<file path="src/rtl/cpu_pipe_pkg.sv">
// rtl/cpu_pipe_pkg.sv - shared constants and fetch FSM encoding for the CPU pipe front end
package cpu_pipe_pkg;

  // Fetch PC after reset when the top is not overridden
  localparam logic [31:0] RESET_PC_DEFAULT = 32'h0000_0000;

  // Instruction word presented to decode when no entry is valid
  localparam logic [31:0] NOP_INSTR = 32'h0000_0000;

  // One IF/ID entry is {pc+4, instr}
  localparam int ENTRY_W = 64;

  // Fetch FSM encoding
  typedef logic [1:0] fetch_state_t;
  localparam fetch_state_t ST_IDLE = 2'd0;
  localparam fetch_state_t ST_REQ  = 2'd1;
  localparam fetch_state_t ST_DROP = 2'd2;

endpackage

</file>
<file path="src/rtl/fetch_fifo.sv">
// rtl/fetch_fifo.sv - DEPTH x 64-bit synchronous prefetch queue with flush
module fetch_fifo
  import cpu_pipe_pkg::*;
#(
  parameter int DEPTH = 4
) (
  input  logic                       clk_i,
  input  logic                       rst_n,
  input  logic                       push,
  input  logic [ENTRY_W-1:0]         push_data,
  input  logic                       pop,
  input  logic                       flush,
  output logic [ENTRY_W-1:0]         head_data,
  output logic [$clog2(DEPTH):0]     count,
  output logic                       empty
);

  localparam int AW = $clog2(DEPTH);
  localparam int CW = $clog2(DEPTH) + 1;

  logic [ENTRY_W-1:0] mem [DEPTH];
  logic [AW-1:0]      wr_ptr;
  logic [AW-1:0]      rd_ptr;
  logic               full;
  logic               do_pop;
  logic               do_push;

  assign empty = (count == '0);
  assign full  = (count == CW'(DEPTH));

  // A pop is only honoured with data present; a push into a full queue is
  // allowed only when the head leaves in the same cycle.
  assign do_pop  = pop && !empty;
  assign do_push = push && (!full || do_pop);

  // Pointer and occupancy tracking; flush wins over push and pop
  always_ff @(posedge clk_i or negedge rst_n) begin
    if (!rst_n) begin
      wr_ptr <= '0;
      rd_ptr <= '0;
      count  <= '0;
    end else if (flush) begin
      wr_ptr <= '0;
      rd_ptr <= '0;
      count  <= '0;
    end else begin
      if (do_push) begin
        wr_ptr <= wr_ptr + AW'(1);
      end
      if (do_pop) begin
        rd_ptr <= rd_ptr + AW'(1);
      end
      case ({do_push, do_pop})
        2'b10:   count <= count + CW'(1);
        2'b01:   count <= count - CW'(1);
        default: count <= count;
      endcase
    end
  end

  // Entry storage; contents need no reset because empty entries are never shown
  always_ff @(posedge clk_i) begin
    if (do_push && !flush) begin
      mem[wr_ptr] <= push_data;
    end
  end

  assign head_data = mem[rd_ptr];

  // Occupancy can never exceed the number of entries
  assert property (@(posedge clk_i) disable iff (!rst_n) count <= CW'(DEPTH));

endmodule

</file>
<file path="src/rtl/if_prefetch_unit.sv">
// rtl/if_prefetch_unit.sv - instruction fetch front end with prefetch queue and redirect flush
module if_prefetch_unit
  import cpu_pipe_pkg::*;
#(
  parameter int          DEPTH    = 4,
  parameter logic [31:0] RESET_PC = RESET_PC_DEFAULT
) (
  input  logic        clk_i,
  input  logic        rst_n,
  output logic        imem_req_o,
  output logic [31:0] imem_addr_o,
  input  logic        imem_ack_i,
  input  logic [31:0] imem_data_i,
  input  logic        redirect_i,
  input  logic [31:0] redirect_pc_i,
  input  logic        stall_i,
  output logic        valid_o,
  output logic [31:0] pc_plus4_o,
  output logic [31:0] instr_o
);

  localparam int CW = $clog2(DEPTH) + 1;

  fetch_state_t       state_q;
  fetch_state_t       state_d;
  logic [31:0]        fetch_pc_q;
  logic [31:0]        fetch_pc_d;
  logic [31:0]        drop_addr_q;
  logic [31:0]        redirect_target;
  logic [31:0]        pc_next;
  logic [CW-1:0]      count;
  logic [CW-1:0]      count_after;
  logic               fifo_empty;
  logic [ENTRY_W-1:0] head_data;
  logic               push;
  logic               pop;
  logic               idle_credit;
  logic               req_credit;
  logic               unused_pc_bits;

  // Targets are forced word aligned; the low bits carry no information
  assign redirect_target = {redirect_pc_i[31:2], 2'b00};
  assign unused_pc_bits  = ^redirect_pc_i[1:0];

  // Natural 32-bit wrap makes 0xFFFFFFFC + 4 = 0
  assign pc_next = fetch_pc_q + 32'd4;

  // A redirect discards in-flight data and blocks the consumer in the same cycle
  assign push = (state_q == ST_REQ) && imem_ack_i && !redirect_i;
  assign pop  = !fifo_empty && !stall_i && !redirect_i;

  assign count_after = count + CW'(push) - CW'(pop);

  // IDLE has nothing outstanding, so pre-edge occupancy is the whole budget.
  // After an ack the slot it held is now counted in the queue itself.
  assign idle_credit = (count < CW'(DEPTH));
  assign req_credit  = (count_after < CW'(DEPTH));

  // Next-state and fetch PC selection
  always_comb begin
    state_d    = state_q;
    fetch_pc_d = fetch_pc_q;
    case (state_q)
      ST_IDLE: begin
        if (redirect_i) begin
          fetch_pc_d = redirect_target;
        end else if (idle_credit) begin
          state_d = ST_REQ;
        end
      end
      ST_REQ: begin
        if (redirect_i) begin
          fetch_pc_d = redirect_target;
          state_d    = imem_ack_i ? ST_IDLE : ST_DROP;
        end else if (imem_ack_i) begin
          fetch_pc_d = pc_next;
          state_d    = req_credit ? ST_REQ : ST_IDLE;
        end
      end
      ST_DROP: begin
        if (redirect_i) begin
          fetch_pc_d = redirect_target;
        end
        if (imem_ack_i) begin
          state_d = ST_IDLE;
        end
      end
      default: begin
        state_d = ST_IDLE;
      end
    endcase
  end

  // FSM and fetch PC registers
  always_ff @(posedge clk_i or negedge rst_n) begin
    if (!rst_n) begin
      state_q    <= ST_IDLE;
      fetch_pc_q <= RESET_PC;
    end else begin
      state_q    <= state_d;
      fetch_pc_q <= fetch_pc_d;
    end
  end

  // Remember the abandoned address so the memory sees a stable request until it acks
  always_ff @(posedge clk_i or negedge rst_n) begin
    if (!rst_n) begin
      drop_addr_q <= RESET_PC;
    end else if ((state_q == ST_REQ) && redirect_i && !imem_ack_i) begin
      drop_addr_q <= fetch_pc_q;
    end
  end

  assign imem_req_o  = (state_q == ST_REQ) || (state_q == ST_DROP);
  assign imem_addr_o = (state_q == ST_DROP) ? drop_addr_q : fetch_pc_q;

  fetch_fifo #(
    .DEPTH (DEPTH)
  ) u_fetch_fifo (
    .clk_i     (clk_i),
    .rst_n     (rst_n),
    .push      (push),
    .push_data ({pc_next, imem_data_i}),
    .pop       (pop),
    .flush     (redirect_i),
    .head_data (head_data),
    .count     (count),
    .empty     (fifo_empty)
  );

  assign valid_o    = !fifo_empty;
  assign pc_plus4_o = valid_o ? head_data[ENTRY_W-1:32] : 32'h0;
  assign instr_o    = valid_o ? head_data[31:0] : NOP_INSTR;

endmodule
</file>
<file path="config.mk">
export PLATFORM = sky130hd
export DESIGN_NAME = if_prefetch_unit
export DESIGN_NICKNAME = d
export VERILOG_FILES = /design/src/rtl/cpu_pipe_pkg.sv /design/src/rtl/fetch_fifo.sv /design/src/rtl/if_prefetch_unit.sv
export SDC_FILE = /design/constraint.sdc
export NUM_CORES = 1
export LEC_CHECK = 0
export CORE_MARGIN = 4
export CORE_UTILIZATION = 35
export DETAILED_ROUTE_END_ITERATION = 8
export GPL_ROUTABILITY_DRIVEN = 0
export PLACE_DENSITY = 0.51
export SYNTH_ARGS = -nofsm -noshare
export SYNTH_HDL_FRONTEND = slang
export SYNTH_SLANG_ARGS = --single-unit
</file>
<file path="constraint.sdc">
create_clock -name clk_i -period 3.55 [get_ports clk_i]
set_clock_uncertainty 0.2 [all_clocks]
set_input_delay 0.5325 -clock clk_i [delete_from_list [all_inputs] [get_ports clk_i]]
set_output_delay 0.5325 -clock clk_i [all_outputs]
set_load 0.02 [all_outputs]
</file>
# ---- After elaboration in Yosys (flattened, before gate mapping)
# Memories as Yosys holds them, arrays and structs flattened.
# Cells that the tools add are included.
dict set report word_totals {
  latch_bits 0
  mem_bits_ro 0
  mem_count 1
  ramBits 256
  ff_bits 73
}
# memory words word_bits rd rd_ports_with_merged_regs write_ports line
set mem_list {}
lappend mem_list {u_fetch_fifo.mem 4 64 1 0 1 fetch_fifo.sv:21} ;# logic [ENTRY_W-1:0] mem [DEPTH];
dict set report classes {
  addsub 7
  muxes 23
  multipliers 0
  div_mod_pow 0
  order_cmp 2
  eq_ne 10
  n_shift 0
  reduce_logical 25
  bitwise 0
}
# op n
set ops {}
lappend ops {{2-to-1 mux 32 bit} 6}
lappend ops {{one-hot mux 32 bit (2 select lines)} 1}
lappend ops {{adder 32 x 3 -> 32 bit, second input constant} 1}
lappend ops {{2-to-1 mux 2 bit} 10}
lappend ops {{logical AND 1 bit} 9}
lappend ops {{< comparator 3 bit, second input constant} 2}
lappend ops {{inequality test 2 bit, second input constant} 3}
lappend ops {{one-hot mux 2 bit (3 select lines)} 1}
lappend ops {{one-hot mux 3 bit (2 select lines)} 1}
lappend ops {{nonzero test 2 bit} 3}
lappend ops {{zero test 1 bit} 5}
lappend ops {{adder 2 x 1 -> 2 bit, second input constant} 2}
lappend ops {{equality test 2 x 1 -> 1 bit, second input constant} 2}
lappend ops {{equality test 2 bit, second input constant} 2}
lappend ops {{AND reduction 4 bit} 1}
lappend ops {{adder 3 x 1 -> 3 bit} 1}
lappend ops {{adder 3 x 1 -> 3 bit, second input constant} 1}
lappend ops {{equality test 3 bit, second input constant} 1}
lappend ops {{zero test 3 bit} 1}
lappend ops {{2-to-1 mux 1 bit} 3}
lappend ops {{2-to-1 mux 3 bit} 1}
lappend ops {{inequality test 3 bit, second input constant} 1}
lappend ops {{AND reduction 3 bit} 1}
lappend ops {{nonzero test 3 bit} 1}
lappend ops {{other kinds (6)} 7}

# ---- Depth between registers and ports, before layout
# Gate-level depths: netlist of run 1.
dict set report depth {
  word_depth 10
  depth_mapped 10
}

# ---- Hierarchy
# From an unflattened synthesis of run 1, not the netlist that was laid out.
dict set report unflattened {
  hier_cells 896
  hier_area_um2 14192.4
}
# mod cells_per_inst seq_area_each_um2 area_each_um2 instances
set by_module_without_submodules {}
lappend by_module_without_submodules {fetch_fifo 396 7862.5 9758.1 1}
lappend by_module_without_submodules {if_prefetch_unit 500 1551.5 4434.3 1}

# ---- Worst setup path after synthesis of run 1
# OpenSTA, ideal clock, no wires.
dict set report synth_timing {
  path_kind {input -> register}
  from {input redirect_i}
  to {memory u_fetch_fifo.mem[2][0], enable pin}
  slack_ps 124
  setup_ps 426
  stages 4
  arrival_time_ps 2799
  n_path_buf 1
  path_cell_list {clkbuf_1 -> and3b_1 -> o41a_1 -> and2_1}
}
dict set report synth_between {
  elab_chain_len 8
  word_cells_on_any_way 9
  classes_between {mux (2); reduce/logical (7)}
}
# item line
set synth_rtl {}
lappend synth_rtl {{from (decl)} if_prefetch_unit.sv:14} ;# input logic redirect_i,
lappend synth_rtl {{zero test 1 bit (*)} {fetch_fifo.sv:63, if_prefetch_unit.sv:49, if_prefetch_unit.sv:50}}
lappend synth_rtl {{logical AND 1 bit} if_prefetch_unit.sv:50} ;# assign pop = !fifo_empty && !stall_i && !redirect_i;
lappend synth_rtl {{logical AND 1 bit} fetch_fifo.sv:33} ;# assign do_pop = pop && !empty;
lappend synth_rtl {{logical OR 1 bit} fetch_fifo.sv:34} ;# assign do_push = push && (!full || do_pop);
lappend synth_rtl {{logical AND 1 bit} fetch_fifo.sv:34}
lappend synth_rtl {{logical AND 1 bit (*)} fetch_fifo.sv:63} ;# if (do_push && !flush) begin
lappend synth_rtl {{2-to-1 mux 1 bit (*)} fetch_fifo.sv:63}
lappend synth_rtl {{2-to-1 mux 1 bit (implied by the code) (*)} fetch_fifo.sv:64} ;# mem[wr_ptr] <= push_data;
lappend synth_rtl {{to (decl)} fetch_fifo.sv:21}
# Mark *: on every way between the ends. The rest lies on a longest branch, timed or not.

# ---- Worst setup path in the final report of run 1
dict set report layout_timing {
  from {register u_fetch_fifo.rd_ptr[1]}
  to {output pc_plus4_o[2]}
}
dict set report layout_between {
  elab_chain_len 2
}
# item line
set layout_rtl {}
lappend layout_rtl {{from (decl)} fetch_fifo.sv:23} ;# logic [AW-1:0] rd_ptr;
lappend layout_rtl {{from (signal assigned)} fetch_fifo.sv:51} ;# rd_ptr <= rd_ptr + AW'(1);
lappend layout_rtl {{memory read (4 x 64 bit)} --}
lappend layout_rtl {{2-to-1 mux 32 bit} if_prefetch_unit.sv:132} ;# assign pc_plus4_o = valid_o ? head_data[ENTRY_W-1:32] : 32'h0;
lappend layout_rtl {{to (decl)} if_prefetch_unit.sv:18} ;# output logic [31:0] pc_plus4_o,
# No other way between the ends.

==> run summary, run 1 <==
status = completed
Min Clock Period, post-route = 3.38 ns
pwr dens = 848 mW/mm2
Top Ports = 167
post-place instance area = 0.0161 mm2
clk slew on worst S/H paths = 0.06 ns
post-route ant nets = 0
chip height = 206 um
vias = 7732
Tot Pwr = 14.6 mW
register area share after synthesis = 0.670
ys async rst share = 0.218
CTS Buf Count = 36
post-CTS setup buffers = 0
TNS Setup = 0 ns
synth unique cells = 54
Slew HR = 0.467
clk sinks = 317
Clk Latency, worst-skew pair = 0.51 ns
ys flop type = edfxtp_1
number of enable flip-flop cells after synthesis = 248
DR iter-0 viols = 385
vias in the first global route = 8004
Leakage Power = 5.72 nW
Crit path required time = 2.82 ns
Fmax = 0.296 GHz
R2R Path Start = u_fetch_fifo.count[1]
synthesized cell area = 0.0137 mm2
WL final = 31000 um
Die Width = 206 um
port bufs = 160
cell area after layout = 0.0172 mm2
worst path arrival time = 2.65 ns
# nets final = 1094
Cells after Synth = 852
reg2reg path depth = 11
VDD IR max = 0.000424 V
unrepaired setup endpoints after global routing = false
final core occ = 0.445
initial core utilization = 0.354
hold path depth = 2
period utilization = 0.953
critical hold path startpoint = drop_addr_q[2]
drt drc = 0
largest net degree at the start of global routing = 68
register bit total from synthesis = 317
Area growth syn-to-layout = 25.6%
Setup crit start = u_fetch_fifo.rd_ptr[1]
Clock Tree Root = clkbuf_16
layout cells sized above 1 = 0.206
Placeable Area = 0.0386 mm2
ANT cells = 0
CP Launch Type = register
yosys warns = 0
initial antenna violation count = 0
Row Count = 72
Worst Max-Slew Pin Slew = 0.799 ns
dpl hpwl = 20000 um
mean routed wirelength per cell = 20.0 um
clk buf depth = 3
GRT Util Overall = 0.147
Critical Setup Path Class = reg2out
area occupied by multi-input gates = 0.00422 mm2
Hold/Removal Path Class = reg2reg
max-slew violations = 0
CP max FO = 31
global-route wire length before repair = 47900 um
CP endpoint kind = output port
Avg Synthesized Cell Area = 16.1 um2
Via density = 4.97
Overflow after GRT = 0
die area = 0.0423 mm2
Hold Vio Cnt, Final = 0
fillers = 3420
H-tree level count = 2
Max-cap violations = 0
CTS tree = built
endpoints failing setup = 0
Seq. cell area = 0.00918 mm2
Initial DRT Pass Iterations = 5
-- cell families (layout without fill, tap and decap cells) --
logic type	Yosys count	in the layout	share of synthesized area
XOR/XNOR	34	34	0.0218
buffers and inverters	79	262	0.0239
other	1	4	0.000274
flip-flops	317	317	0.670
AND/OR/NAND/NOR	201	201	0.0813
AO/OA/AOI/OAI	88	88	0.0419
adder cells (fa/ha/maj)	11	11	0.0106
multiplexers	121	121	0.150
-- path summary, 6_finish.rpt --
| path | to | slack (ns) |
|---|---|---|
| worst min-delay path | drop_addr_q[2] | 0.28 |
| max in group asynchronous | drop_addr_q[7] | 2.02 |
| worst max-delay path | pc_plus4_o[2] | 0.17 |
| worst max register to register | state_q[0] | 0.85 |
| worst min register to register | drop_addr_q[2] | 0.28 |
| min in group asynchronous | drop_addr_q[24] | 0.44 |
-- power by group --
group / switching (mW) / leakage (nW) / internal (mW)
sequential: 0.535 / 3.05 / 4.80
clock: 1.43 / 0.553 / 2.12
combinational: 2.97 / 2.12 / 2.73
-- cells in the final DEF (no fill, tap or decap), drive strengths merged, types with 5 or more instances in the layout --
cell type / netlist / routed
edfxtp: 248 / 248
clkdlybuf4s50: 0 / 159
dfrtp: 69 / 69
nor2b: 63 / 63
mux4: 62 / 62
mux2: 56 / 56
nand2: 45 / 45
clkbuf: 48 / 43
a21oi: 29 / 29
xnor2: 27 / 27
buf: 18 / 27
nand3: 20 / 20
nor2: 20 / 20
o21ai: 15 / 15
o22ai: 15 / 15
clkinv: 0 / 15
inv: 13 / 13
a2bb2oi: 13 / 13
nand4: 12 / 12
ha: 10 / 10
and3: 9 / 9
xor2: 7 / 7
nor4: 7 / 7
nor3: 6 / 6
and2: 6 / 6
or4: 5 / 5
-- per-stage QoR --
step           hold WS (ns)  cells  setup WS [ns]
4_1_cts               0.285   1556         0.0910
2_1_floorplan        0.0369    855          0.124
6_report              0.280   1556          0.166
3_3_place_gp          0.264   1493          0.576
3_5_place_dp          0.271   1493          0.542
5_1_grt               0.312   1556         0.0541
-- critical path, stage by stage (launching register included) --
cell             delay, ns
dfrtp_4               0.75
buf_4                 0.28
mux4_2                0.30
nor2b_1               0.15
clkdlybuf4s50_1       0.62
-- registers in the layout, indices dropped and copies added (netlist names) --
register / cells
drop_addr_q: 30
fetch_pc_q: 30
state_q: 2
u_fetch_fifo.count: 3
u_fetch_fifo.mem: 248
u_fetch_fifo.rd_ptr: 2
u_fetch_fifo.wr_ptr: 2
-- layer usage --
| layer | up-vias | routed length [um] | global-route usage |
|---|---|---|---|
| met1 | 3939 | 14500 | 0.211 |
| met3 | 43 | 1600 | 0.0314 |
| li1 | 3575 | - | - |
| met4 | 0 | 551 | 0.0349 |
| met2 | 175 | 14400 | 0.231 |
| met5 | - | 0 | 0 |
-- cells in the mapped netlist (all sizes together) (3+ instances only) --
cell type    n  share of area
edfxtp     248           0.54
dfrtp       69           0.13
nor2b       63          0.029
mux4        62           0.10
mux2        56          0.046
clkbuf      48          0.013
nand2       45          0.012
a21oi       29          0.011
xnor2       27          0.017
nand3       20         0.0077
nor2        20         0.0057
buf         18         0.0070
o21ai       15         0.0055
o22ai       15         0.0069
a2bb2oi     13         0.0088
inv         13         0.0036
nand4       12         0.0066
ha          10         0.0091
and3         9         0.0041
nor4         7         0.0037
xor2         7         0.0045
and2         6         0.0027
nor3         6         0.0022
or4          5         0.0033
a31oi        3         0.0014
mux2i        3         0.0022
-- repair_timing --
action / CTS / global route
endpoints found under the hold margin: 31 / 0
resized for setup: 0 / 0
endpoints found under the setup margin: 0 / 0
hold buffers: 1 / 0
-- layout make-up --
| cell class | instances | share of cell area |
|---|---|---|
| clock buffer | 43 | 0.0552 |
| clock inverter | 19 | 0.00968 |
| inverter | 13 | 0.00284 |
| multi-input combinational | 459 | 0.246 |
| sequential | 317 | 0.534 |
| tap | 518 | 0.0377 |
| timing repair buffer | 187 | 0.115 |
Note: power is estimated with default switching activity, not from simulation.
==> run 2: changes to the inputs <==
--- a/config.mk
+++ b/config.mk
@@ -5,11 +5,13 @@
 export SDC_FILE = /design/constraint.sdc
 export NUM_CORES = 1
 export LEC_CHECK = 0
+export CAP_MARGIN = 30
 export CORE_MARGIN = 4
 export CORE_UTILIZATION = 35
 export DETAILED_ROUTE_END_ITERATION = 8
 export GPL_ROUTABILITY_DRIVEN = 0
 export PLACE_DENSITY = 0.51
+export SETUP_SLACK_MARGIN = 0.3
 export SYNTH_ARGS = -nofsm -noshare
 export SYNTH_HDL_FRONTEND = slang
 export SYNTH_SLANG_ARGS = --single-unit
==> run summary, run 2 (synthesis gave the netlist of run 1 again) <==
Placeable Area = 0.0386 mm2
# nets final = 1108
VDD IR max = 0.000410 V
largest net degree at the start of global routing = 70
Max-cap violations = 0
mean routed wirelength per cell = 19.9 um
layout cells sized above 1 = 0.215
CTS tree = built
TNS Setup = 0 ns
cell count after placement = 1496
R2R Path Start = u_fetch_fifo.count[1]
CTS Buf Count = 36
port bufs = 160
status = completed
drt drc = 0
Clock Tree Root = clkbuf_16
pwr dens = 824 mW/mm2
clk sinks = 317
area occupied by multi-input gates = 0.00423 mm2
Fmax = 0.314 GHz
initial antenna violation count = 0
max-slew violations = 0
vias = 7745
net switching power = 4.91 mW
worst path arrival time = 2.46 ns
Tot Pwr = 14.2 mW
unrepaired setup endpoints after global routing = true
Critical Setup Path Class = reg2out
Internal = 9.30 mW
Crit path required time = 2.82 ns
H-tree level count = 2
clk buf depth = 3
Initial DRT Pass Iterations = 5
Row Count = 72
Clk Latency, worst-skew pair = 0.50 ns
Top Registers = u_fetch_fifo.mem: 248 flops, drop_addr_q: 30 flops, fetch_pc_q: 30 flops
WL final = 31300 um
ANT cells = 0
sw frac = 0.346
Leakage Power = 6.11 nW
die area = 0.0423 mm2
dpl hpwl = 19700 um
DR iter-0 viols = 292
CP max FO = 11
Setup crit start = u_fetch_fifo.rd_ptr[0]
Slew HR = 0.587
logic gate share of total power = 0.391
Area growth syn-to-layout = 26.0%
Biggest register = u_fetch_fifo.mem
global-route wire length before repair = 47500 um
Top Ports = 167
Via density = 4.94
commonest non-fill, non-tap cell in the layout = edfxtp_1
Die Width = 206 um
non-filler cells, final = 1569
critical hold path startpoint = drop_addr_q[2]
max reg flops = 248
period utilization = 0.898
CP endpoint kind = output port
Hold/Removal Path Class = reg2reg
initial core utilization = 0.354
sequential fraction of design power = 0.376
chip height = 206 um
register-to-register setup slack = 0.85 ns
post-route ant nets = 0
Min Clock Period, post-route = 3.19 ns
Worst Max-Slew Pin Slew = 0.620 ns
endpoints failing setup = 0
fillers = 3474
vias in the first global route = 7947
GRT Util Overall = 0.146
Hold Vio Cnt, Final = 0
CP Launch Type = register
hold_ws = 0.284 ns
most frequent cells in the layout = 248 x edfxtp_1, 89 x clkdlybuf4s50_1, 67 x dfrtp_1
Seq. cell area = 0.00918 mm2
clk slew on worst S/H paths = 0.06 ns
PnR worst setup slack = 0.361 ns
worst slack, placed = 0.540 ns
Clk pwr share = 0.233
Overflow after GRT = 0
[run 2: cell types whose count changed in the layout (fill, tap and decap cells not counted), moves of 2 or more]
cell | previous run | this run
buf_12 | 14 | 16
clkdlybuf4s50_1 | 159 | 89
buf_4 | 12 | 22
bufinv_16 | 3 | 0
dlymetal6s2s_1 | 0 | 6
bufbuf_16 | 0 | 2
dlygate4sd2_1 | 0 | 64
clkinv_2 | 10 | 8
[run 2: path summary, 6_finish.rpt]
| check | endpoint | cells past startpoint |
|---|---|---|
| max | pc_plus4_o[22] | 4 |
| min | drop_addr_q[2] | 2 |
| max reg2reg | state_q[0] | 11 |
| min reg2reg | drop_addr_q[2] | 2 |
| max in group asynchronous | u_fetch_fifo.rd_ptr[1] | 3 |
| min in group asynchronous | drop_addr_q[24] | 3 |
[run 2: power groups by stage]
stage                     registers (mW)  logic [mW]  clock network, mW
after detailed placement            5.43        5.83                  0
after global placement              5.41        5.80                  0
after floorplan                     5.09        3.76                  0
after global routing                5.43        6.05               3.60
after CTS                           5.36        5.68               3.44
final                               5.35        5.55               3.31
[run 2: what timing repair did]
item	in CTS	in global routing
endpoints found under the setup margin	86	7
gates cloned	2	0
gates resized for setup	70	6
hold buffers	1	0
endpoints found under the hold margin	69	0
buffers inserted	2	7
[run 2: critical path, stage by stage, from the launching register on]
cell and delay [ns]:
dfrtp_4 0.51, buf_12 0.19, mux4_2 0.51, nor2b_1 0.14, clkdlybuf4s50_1 0.60
[run 2: layout make-up]
| type | instances | area share |
|---|---|---|
| Clock buffer | 45 | 0.0560 |
| Clock inverter | 16 | 0.00450 |
| Inverter | 13 | 0.00283 |
| Multi-Input combinational cell | 459 | 0.245 |
| Sequential cell | 317 | 0.532 |
| Tap cell | 518 | 0.0376 |
| Timing Repair Buffer | 201 | 0.121 |
[run 2: metrics by stage]
step | cell area [um2] | util
5_1_grt | 17200 | 0.446
3_3_place_gp | 16100 | 0.416
3_5_place_dp | 16100 | 0.416
6_report | 17200 | 0.446
2_1_floorplan | 13700 | -
4_1_cts | 17200 | 0.444
[run 2: metal layers]
layer | vias up | routed length, um | part of all wire | global-route usage
li1 | 3607 | - | - | -
met1 | 3927 | 14000 | 0.45 | 0.200
met2 | 177 | 15100 | 0.48 | 0.241
met3 | 34 | 1630 | 0.052 | 0.0299
met4 | 0 | 489 | 0.016 | 0.0321
met5 | - | 0 | 0 | 0
==> run 3: changes to the inputs <==
--- a/config.mk
+++ b/config.mk
@@ -10,7 +10,8 @@
 export CORE_UTILIZATION = 35
 export DETAILED_ROUTE_END_ITERATION = 8
 export GPL_ROUTABILITY_DRIVEN = 0
-export PLACE_DENSITY = 0.51
+export GPL_TIMING_DRIVEN = 0
+export PLACE_DENSITY = 0.53
 export SETUP_SLACK_MARGIN = 0.3
 export SYNTH_ARGS = -nofsm -noshare
 export SYNTH_HDL_FRONTEND = slang
==> constraint.sdc (replaced) <==
create_clock -name clk_i -period 2.8 [get_ports clk_i]
set_clock_uncertainty 0.2 [all_clocks]
set_input_delay 0.42 -clock clk_i [delete_from_list [all_inputs] [get_ports clk_i]]
set_output_delay 0.42 -clock clk_i [all_outputs]
set_load 0.02 [all_outputs]
==> run summary, run 3 (synthesis gave the netlist of run 1 again) <==
initial antenna violation count = 0
endpoints failing setup = 0
VDD IR max = 0.000602 V
Critical Setup Path Class = reg2out
global-route wire length before repair = 50700 um
max reg flops = 248
Hold/Removal Path Class = in2async
vias = 8307
CP max FO = 8
Clk pwr share = 0.224
most frequent cells in the layout = 248 x edfxtp_1, 88 x buf_6, 65 x buf_4
unrepaired setup endpoints after global routing = true
CP endpoint kind = output port
non-filler cells, final = 1674
commonest non-fill, non-tap cell in the layout = edfxtp_1
cell count after placement = 1538
Overflow after GRT = 0
Clock Tree Root = clkbuf_16
CP Launch Type = register
logic gate share of total power = 0.466
fillers = 3288
Top Ports = 167
Crit path required time = 2.18 ns
drt drc = 0
Initial DRT Pass Iterations = 5
net switching power = 7.15 mW
Slew HR = 0.555
Clk Latency, worst-skew pair = 0.51 ns
clk sinks = 317
Die Width = 206 um
Hold Vio Cnt, Final = 0
die area = 0.0423 mm2
Top Registers = u_fetch_fifo.mem: 248 flops, drop_addr_q: 30 flops, fetch_pc_q: 30 flops
Biggest register = u_fetch_fifo.mem
Internal = 13.9 mW
Fmax = 0.363 GHz
Leakage Power = 6.89 nW
GRT Util Overall = 0.155
Row Count = 72
status = completed
pwr dens = 1110 mW/mm2
Min Clock Period, post-route = 2.75 ns
sw frac = 0.340
# nets final = 1208
CTS Buf Count = 37
max-slew violations = 0
clk slew on worst S/H paths = 0.06 ns
Area growth syn-to-layout = 37.9%
sequential fraction of design power = 0.310
CTS tree = built
period utilization = 0.984
worst path arrival time = 2.13 ns
TNS Setup = 0 ns
Via density = 4.96
DR iter-0 viols = 474
clk buf depth = 3
port bufs = 159
chip height = 206 um
layout cells sized above 1 = 0.412
ANT cells = 0
Placeable Area = 0.0386 mm2
mean routed wirelength per cell = 20.5 um
initial core utilization = 0.354
dpl hpwl = 21400 um
vias in the first global route = 8383
Max-cap violations = 0
Worst Max-Slew Pin Slew = 0.668 ns
H-tree level count = 2
WL final = 34300 um
post-route ant nets = 0
largest net degree at the start of global routing = 57
## run 3: cell count changes in the layout (fill, tap and decap cells not counted), sizes merged
| cell | delta |
|---|---|
| buf | +139 |
| dlymetal6s2s | -5 |
| and2 | +2 |
| clkbuf | +63 |
| clkinv | -7 |
| clkinvlp | +1 |
| bufinv | +2 |
| inv | +1 |
| clkdlybuf4s50 | -25 |
| bufbuf | -2 |
| dlygate4sd2 | -64 |
## run 3: worst max-delay path, cell delays in order, from the launching register on
cell and delay, ns:
dfrtp_1 0.37, clkbuf_16 0.18, buf_6 0.10, buf_12 0.12, buf_6 0.11, mux4_2 0.48, nor2b_4 0.14, buf_6 0.12
## run 3: through the flow
stage | hold slack, ns | utilization | power (mW) | setup slack, ns | cell area [um2]
3_3_place_gp | 0.264 | 0.413 | 14.2 | -1.68 | 15900
5_1_grt | 0.128 | 0.489 | 22.2 | -0.0319 | 18900
3_5_place_dp | 0.103 | 0.416 | 14.3 | -0.587 | 16100
4_1_cts | 0.0955 | 0.461 | 19.7 | -0.0491 | 17800
2_1_floorplan | -0.0756 | - | 11.2 | 0.156 | 13700
6_report | 0.111 | 0.489 | 21.0 | 0.0454 | 18900
## run 3: worst paths after layout
kind / start / to / slack [ns] / cells after the start
min reg2reg: drop_addr_q[14] / drop_addr_q[14] / 0.30 / 2
max reg2reg: fetch_pc_q[5] / u_fetch_fifo.mem[3][61] / 0.35 / 5
min: rst_n / drop_addr_q[28] / 0.11 / 2
min in group clk_i: redirect_pc_i[2] / fetch_pc_q[2] / 0.28 / 3
max in group asynchronous: rst_n / u_fetch_fifo.count[1] / 1.67 / 3
max: u_fetch_fifo.rd_ptr[0] / instr_o[25] / 0.05 / 7
## run 3: per-layer routing
metal  vias to the layer above  routed length, um  global-route usage  part of all wire
met2                       209              16400               0.252              0.48
met3                        55               1680              0.0273             0.049
met1                      4213              15400               0.219              0.45
li1                       3830                  -                   -                 -
met4                         0                750              0.0392             0.022
met5                         -                  0                   0                 0
## run 3: area by class of cell
class	instances	area, um2	area share
flip-flops and latches	317	9180	0.486
multi-input cells	461	4730	0.251
repair buffers	232	2450	0.130
clock buffers	54	1080	0.0574
well taps	518	648	0.0343
plain buffers	66	611	0.0323
clock inverters	13	120	0.00636
inverters	13	48.8	0.00258
## run 3: what timing repair did
item | 4_1_cts | 5_1_grt
buffers inserted | 21 | 36
endpoints found under the setup margin | 362 | 410
hold buffers | 1 | 0
hold endpoints to repair | 69 | 0
gates cloned | 5 | 6
pin swaps | 3 | 11
gates resized for setup | 534 | 305
## run 3: power groups by stage
stage	Combinational [mW]	Sequential [mW]	Clock, mW
6_report	9.80	6.51	4.71
5_1_grt	10.5	6.60	5.06
4_1_cts	8.37	6.48	4.86
3_5_place_dp	7.77	6.56	0
3_3_place_gp	7.69	6.54	0
2_1_floorplan	4.76	6.45	0
==> variant 1: new RTL, flow settings as in run 3 <==
Reset style: synchronous (`rst_n`), changed in 3 clocked blocks.
--- a/src/rtl/fetch_fifo.sv
+++ b/src/rtl/fetch_fifo.sv
@@ -35,5 +35,5 @@
 
   // Pointer and occupancy tracking; flush wins over push and pop
-  always_ff @(posedge clk_i or negedge rst_n) begin
+  always_ff @(posedge clk_i) begin
     if (!rst_n) begin
       wr_ptr <= '0;
--- a/src/rtl/if_prefetch_unit.sv
+++ b/src/rtl/if_prefetch_unit.sv
@@ -93,5 +93,5 @@
 
   // FSM and fetch PC registers
-  always_ff @(posedge clk_i or negedge rst_n) begin
+  always_ff @(posedge clk_i) begin
     if (!rst_n) begin
       state_q    <= ST_IDLE;
@@ -104,5 +104,5 @@
 
   // Remember the abandoned address so the memory sees a stable request until it acks
-  always_ff @(posedge clk_i or negedge rst_n) begin
+  always_ff @(posedge clk_i) begin
     if (!rst_n) begin
       drop_addr_q <= RESET_PC;
Function: differs if rst_n is asserted again (counterexample within 4 cycles, from zero or initial values and one cycle with rst_n low); with rst_n held inactive, the same outputs for 4 cycles.
==> variant 1 against run 3 <==
Final area is 0.26% higher. Wire length rose by 7.2%. Sequential share of layout area down 1.6 points. Area after synthesis up 0.58%. Worst setup slack improved by 0.032 ns. Non-clock buffer count rose by 9. Sequential cell count is 2 higher. Critical path type unchanged. Highest routed layer unchanged.
Power is not compared: it rests on default switching activity, and its combinational part moved more than twofold at a synthesized area within 25%.
==> variant 1: results (changes against run 3) <==
Status
  – Outcome: finished clean (unchanged)

Clock tree
  – TritonCTS Buffers: 36 (was 37)
  – # resized after CTS: 660 (was 534)
  – Worst-path clk slew: 0.06 ns (about the same)
  – H-tree levels: 2 (unchanged)
  – Setup repair bufs after CTS: 32 (was 21)

Setup path
  – R2R Path End: fetch_pc_q[11]$_SDFFE_PN0P_ (was u_fetch_fifo.mem[3][61]$_DFFE_PP_)
  – Critical R2R Launch: state_q[0]$_SDFFE_PN0P_ (was fetch_pc_q[5]$_DFFE_PN0P_)
  – R2r worst-path depth: 8 (was 5)
  – Setup Crit Path Kind: reg2out (unchanged)
  – CP peak stage delay: 0.51 ns (was 0.48 ns)
  – Crit-path max FO: 5 (was 8)
  – CP max-delay cell: mux4_2 (unchanged)
  – WP data arrival: 2.10 ns (was 2.13 ns)
  – Crit path to: pc_plus4_o[20] (was instr_o[25])
  – Top delay family on crit path: buffers and inverters (unchanged)

Timing
  – Rel. slew slack: 54.5% (was 55.5%)

GRT
  – Met1 usage: 22.4% (was 21.9%)
  – Total Routing Usage GR: 16.8% (was 15.5%)
  – First-pass GRT wire length: 54900 µm (was 50700 µm)
  – GRT met2 Usage: 28.4% (was 25.2%)
  – Vias in the first global route: 9209 (was 8383)
  – Pin count of the biggest net entering global routing: 54 (was 57)
  – Met3 global-route usage: 2.97% (was 2.73%)

Drt
  – Met3 Routed Length: 1910 µm (was 1680 µm)
  – Starting DRT DRC Count: 497 (was 474)
  – Met2 wire length: 17900 µm (was 16400 µm)
  – WL per Instance: 20.6 µm (was 20.5 µm)
  – M1 WL: 16100 µm (was 15400 µm)
  – DRT Pass-1 Iters: 4 (was 5)
  – DR top layer: met4 (unchanged)
  – Via density: 5.03 (was 4.96)

Synth
  – Unique masters post-synth: 61 (was 54)
  – Synth cell count leaders: edfxtp_1 (248), nand2_1 (106), dfxtp_1 (71), nor2b_1 (64), mux4_2 (62) (was edfxtp_1 (248), dfrtp_1 (69), nor2b_1 (63), mux4_2 (62), mux2_2 (56))
  – Ys flop type: edfxtp_1 (unchanged)
  – Syn. warnings: 0 (unchanged)
  – Area contributors post-synth: edfxtp_1 (54%), dfxtp_1 (10%), mux4_2 (10%) (was edfxtp_1 (54%), dfrtp_1 (13%), mux4_2 (10%))
  – Syn_area_per_cell: 14.2 µm² (was 16.1 µm²)
  – Post-synthesis sequential area ratio: 64.4% (was 67.0%)
  – Ys async rst share: 0% (was 21.8%)

Min path
  – HP Class: reg2reg (was in2async)
  – Hold depth: 2

Place
  – Cell area after placement: 0.0162 mm² (was 0.0161 mm²)
  – I/O Buffers: 159 (unchanged)
  – DP Wirelength: 23300 µm (was 21400 µm)
  – Placed Instances: 1657 (was 1538)

Finish
  – Share of layout cells above drive strength 1: 35.3% (was 41.2%)
  – Layout Cells excl Fill: 1783 (was 1674)
  – Final nets: 1320 (was 1208)

Power
  – Switch share: 24.5%
  – Max VDD drop: 0.000323 V
==> variant 1: cell families after synthesis <==
| family | synth area share, % |
|---|---|
| simple gates | 11.2 |
| compound gates | 5.43 |
| other cells | 0.0272 |
| fa+ha+maj | 1.14 |
| buf+inv | 2.93 |
| mux | 12.7 |
| flops | 64.4 |
| xor+xnor | 2.23 |
==> variant 1: through the flow <==
stage | power, mW | setup slack [ns] | hold WS [ns]
floorplan | 6.13 | 0.139 | 0.233
global placement | 6.68 | -1.31 | 0.239
detailed placement | 6.69 | -0.672 | 0.247
CTS | 11.1 | 0.0384 | 0.255
global route | 11.5 | 0.0254 | 0.274
finish | 11.0 | 0.0770 | 0.253
==> variant 1: cell type report <==
type | count | area, µm²
buffer | 83 | 672
clock buffer | 52 | 982
clock inverter | 12 | 71.3
fill | 3380 | 19800
inverter | 14 | 55.1
multi-input combinational | 561 | 5150
sequential | 319 | 8900
tap | 518 | 648
timing repair buffer | 224 | 2460
==> variant 2: new RTL, flow settings as in run 3 <==
Made on the original files. `DEPTH` is set to 4 in 2 places; all go to 8.
--- a/src/rtl/fetch_fifo.sv
+++ b/src/rtl/fetch_fifo.sv
@@ -3,5 +3,5 @@
   import cpu_pipe_pkg::*;
 #(
-  parameter int DEPTH = 4
+  parameter int DEPTH = 8
 ) (
   input  logic                       clk_i,
--- a/src/rtl/if_prefetch_unit.sv
+++ b/src/rtl/if_prefetch_unit.sv
@@ -3,5 +3,5 @@
   import cpu_pipe_pkg::*;
 #(
-  parameter int          DEPTH    = 4,
+  parameter int          DEPTH    = 8,
   parameter logic [31:0] RESET_PC = RESET_PC_DEFAULT
 ) (
Function: same outputs for any inputs over 4 cycles, from zero or initial values and one cycle with rst_n low; that may be too few to reach the edited logic, so the function may still have changed.
==> variant 2 against run 3 <==
The flow now finishes with violations (negative setup slack). Area after synthesis up 71%. Worst setup slack worse by 0.39 ns. Sequential cell count up 251. Wire length grew 82%. Utilization shrank 0.38 points. Power increased by 44%. Final area grew 70%. Final cell count is 55% higher. Global-route usage is 0.81 points higher. Clock power rose by 66%. Critical path type unchanged. Largest power group unchanged. Highest routed layer unchanged.
==> variant 2: results (changes against run 3) <==
Status
  – Outcome: complete, but fails checks (was finished clean)
  – Failing checks: negative setup slack

Synth
  – Syn_area_per_cell: 18.4 µm² (was 16.1 µm²)
  – Xor/xnor share of the synthesized area: 1.31% (was 2.18%)
  – Post-synth EDFFs: 496 (was 248)
  – Area contributors post-synth: edfxtp_1 (64%), mux4_2 (12%), dfrtp_1 (7.7%) (was edfxtp_1 (54%), dfrtp_1 (13%), mux4_2 (10%))
  – Ys async rst share: 12.7% (was 21.8%)
  – Post-synthesis adder-cell area fraction: 0.780% (was 1.06%)
  – Synth cell count leaders: edfxtp_1 (496), mux4_2 (124), nor2_1 (99), dfrtp_1 (72), mux2i_1 (65) (was edfxtp_1 (248), dfrtp_1 (69), nor2b_1 (63), mux4_2 (62), mux2_2 (56))
  – Compound-Gate Fraction of Synth Area: 2.92% (was 4.19%)

GRT
  – Met1 usage: 22.8% (was 21.9%)
  – Vias in the first global route: 13500 (was 8383)
  – Pin count of the biggest net entering global routing: 49 (was 57)
  – Total Routing Usage GR: 16.3% (was 15.5%)
  – GRT met2 Usage: 27.0% (was 25.2%)
  – First-pass GRT wire length: 87000 µm (was 50700 µm)
  – Met3 global-route usage: 3.33% (was 2.73%)

Timing
  – Setup TNS: -23.63 ns (was 0 ns)
  – Setup ws final: -0.348 ns (was 0.0454 ns)
  – WHS: 0.0627 ns (was 0.111 ns)
  – Final setup viols: 186 (was 0)
  – Rel. slew slack: 42.2% (was 55.5%)

Power
  – Lkg Pwr: 11.0 nW (was 6.89 nW)
  – Switch share: 32.2% (was 34.0%)
  – Max VDD drop: 0.000650 V (was 0.000602 V)

Clock tree
  – H-tree levels: 2 (unchanged)
  – Skew-Pair Late Insertion Delay: 0.63 ns (was 0.51 ns)
  – Sink Count: 568 (was 317)
  – Hold_buf cts: 1 (unchanged)
  – Setup repair bufs after CTS: 54 (was 21)
  – # resized after CTS: 660 (was 534)

Drt
  – Met3 Routed Length: 3070 µm (was 1680 µm)
  – Via density: 5.10 (was 4.96)
  – M1 WL: 28200 µm (was 15400 µm)
  – Routed wire length: 62500 µm (was 34300 µm)
  – WL per Instance: 24.1 µm (was 20.5 µm)
  – Starting DRT DRC Count: 887 (was 474)

Setup path
  – CP peak stage delay: 0.51 ns (was 0.48 ns)
  – R2R Path End: u_fetch_fifo.mem[1][46]$_DFFE_PP_ (was u_fetch_fifo.mem[3][61]$_DFFE_PP_)
  – Top delay family on crit path: multiplexers (was buffers and inverters)
  – Crit path to: pc_plus4_o[18] (was instr_o[25])

Finish
  – Final nets: 1759 (was 1208)
  – Largest regs: u_fetch_fifo.mem (496), drop_addr_q (30), fetch_pc_q (30) (was u_fetch_fifo.mem (248), drop_addr_q (30), fetch_pc_q (30))
  – Share of layout cells above drive strength 1: 40.3% (was 41.2%)

Place
  – Placed Instances: 2330 (was 1538)
  – Cell area after placement: 0.0269 mm² (was 0.0161 mm²)
  – DP Wirelength: 37300 µm (was 21400 µm)
  – I/O Buffers: 160 (was 159)
  – Pre-CTS setup slack: -1.50 ns (was -0.587 ns)
==> variant 2: cell count changes after synthesis, moves of 7 or more <==
cell / before / now
mux2i_1: 3 / 65
and3_1: 9 / 1
edfxtp_1: 248 / 496
nor2b_1: 63 / 2
nor2_1: 19 / 99
nand2_1: 45 / 52
buf_2: 11 / 27
mux4_2: 62 / 124
clkbuf_1: 47 / 37
==> variant 2: area by class of cell <==
cell class                      count  area (µm²)
Timing Repair Buffer              336        4370
Antenna cell                        1        2.50
Clock buffer                       73        1570
Clock inverter                     37         368
Sequential cell                   568       16700
Multi-Input combinational cell    615        7040
Tap cell                          864        1080
Inverter                           12        47.5
Fill cell                        5501       34100
Buffer                             83         867
==> variant 2: power groups by stage <==
stage / registers (mW) / clock network (mW) / logic, mW
5_1_grt: 11.2 / 8.39 / 12.2
3_3_place_gp: 11.2 / 0 / 8.99
4_1_cts: 11.0 / 8.01 / 10.4
2_1_floorplan: 11.0 / 0 / 5.59
3_5_place_dp: 11.2 / 0 / 9.18
6_report: 11.1 / 7.83 / 11.4
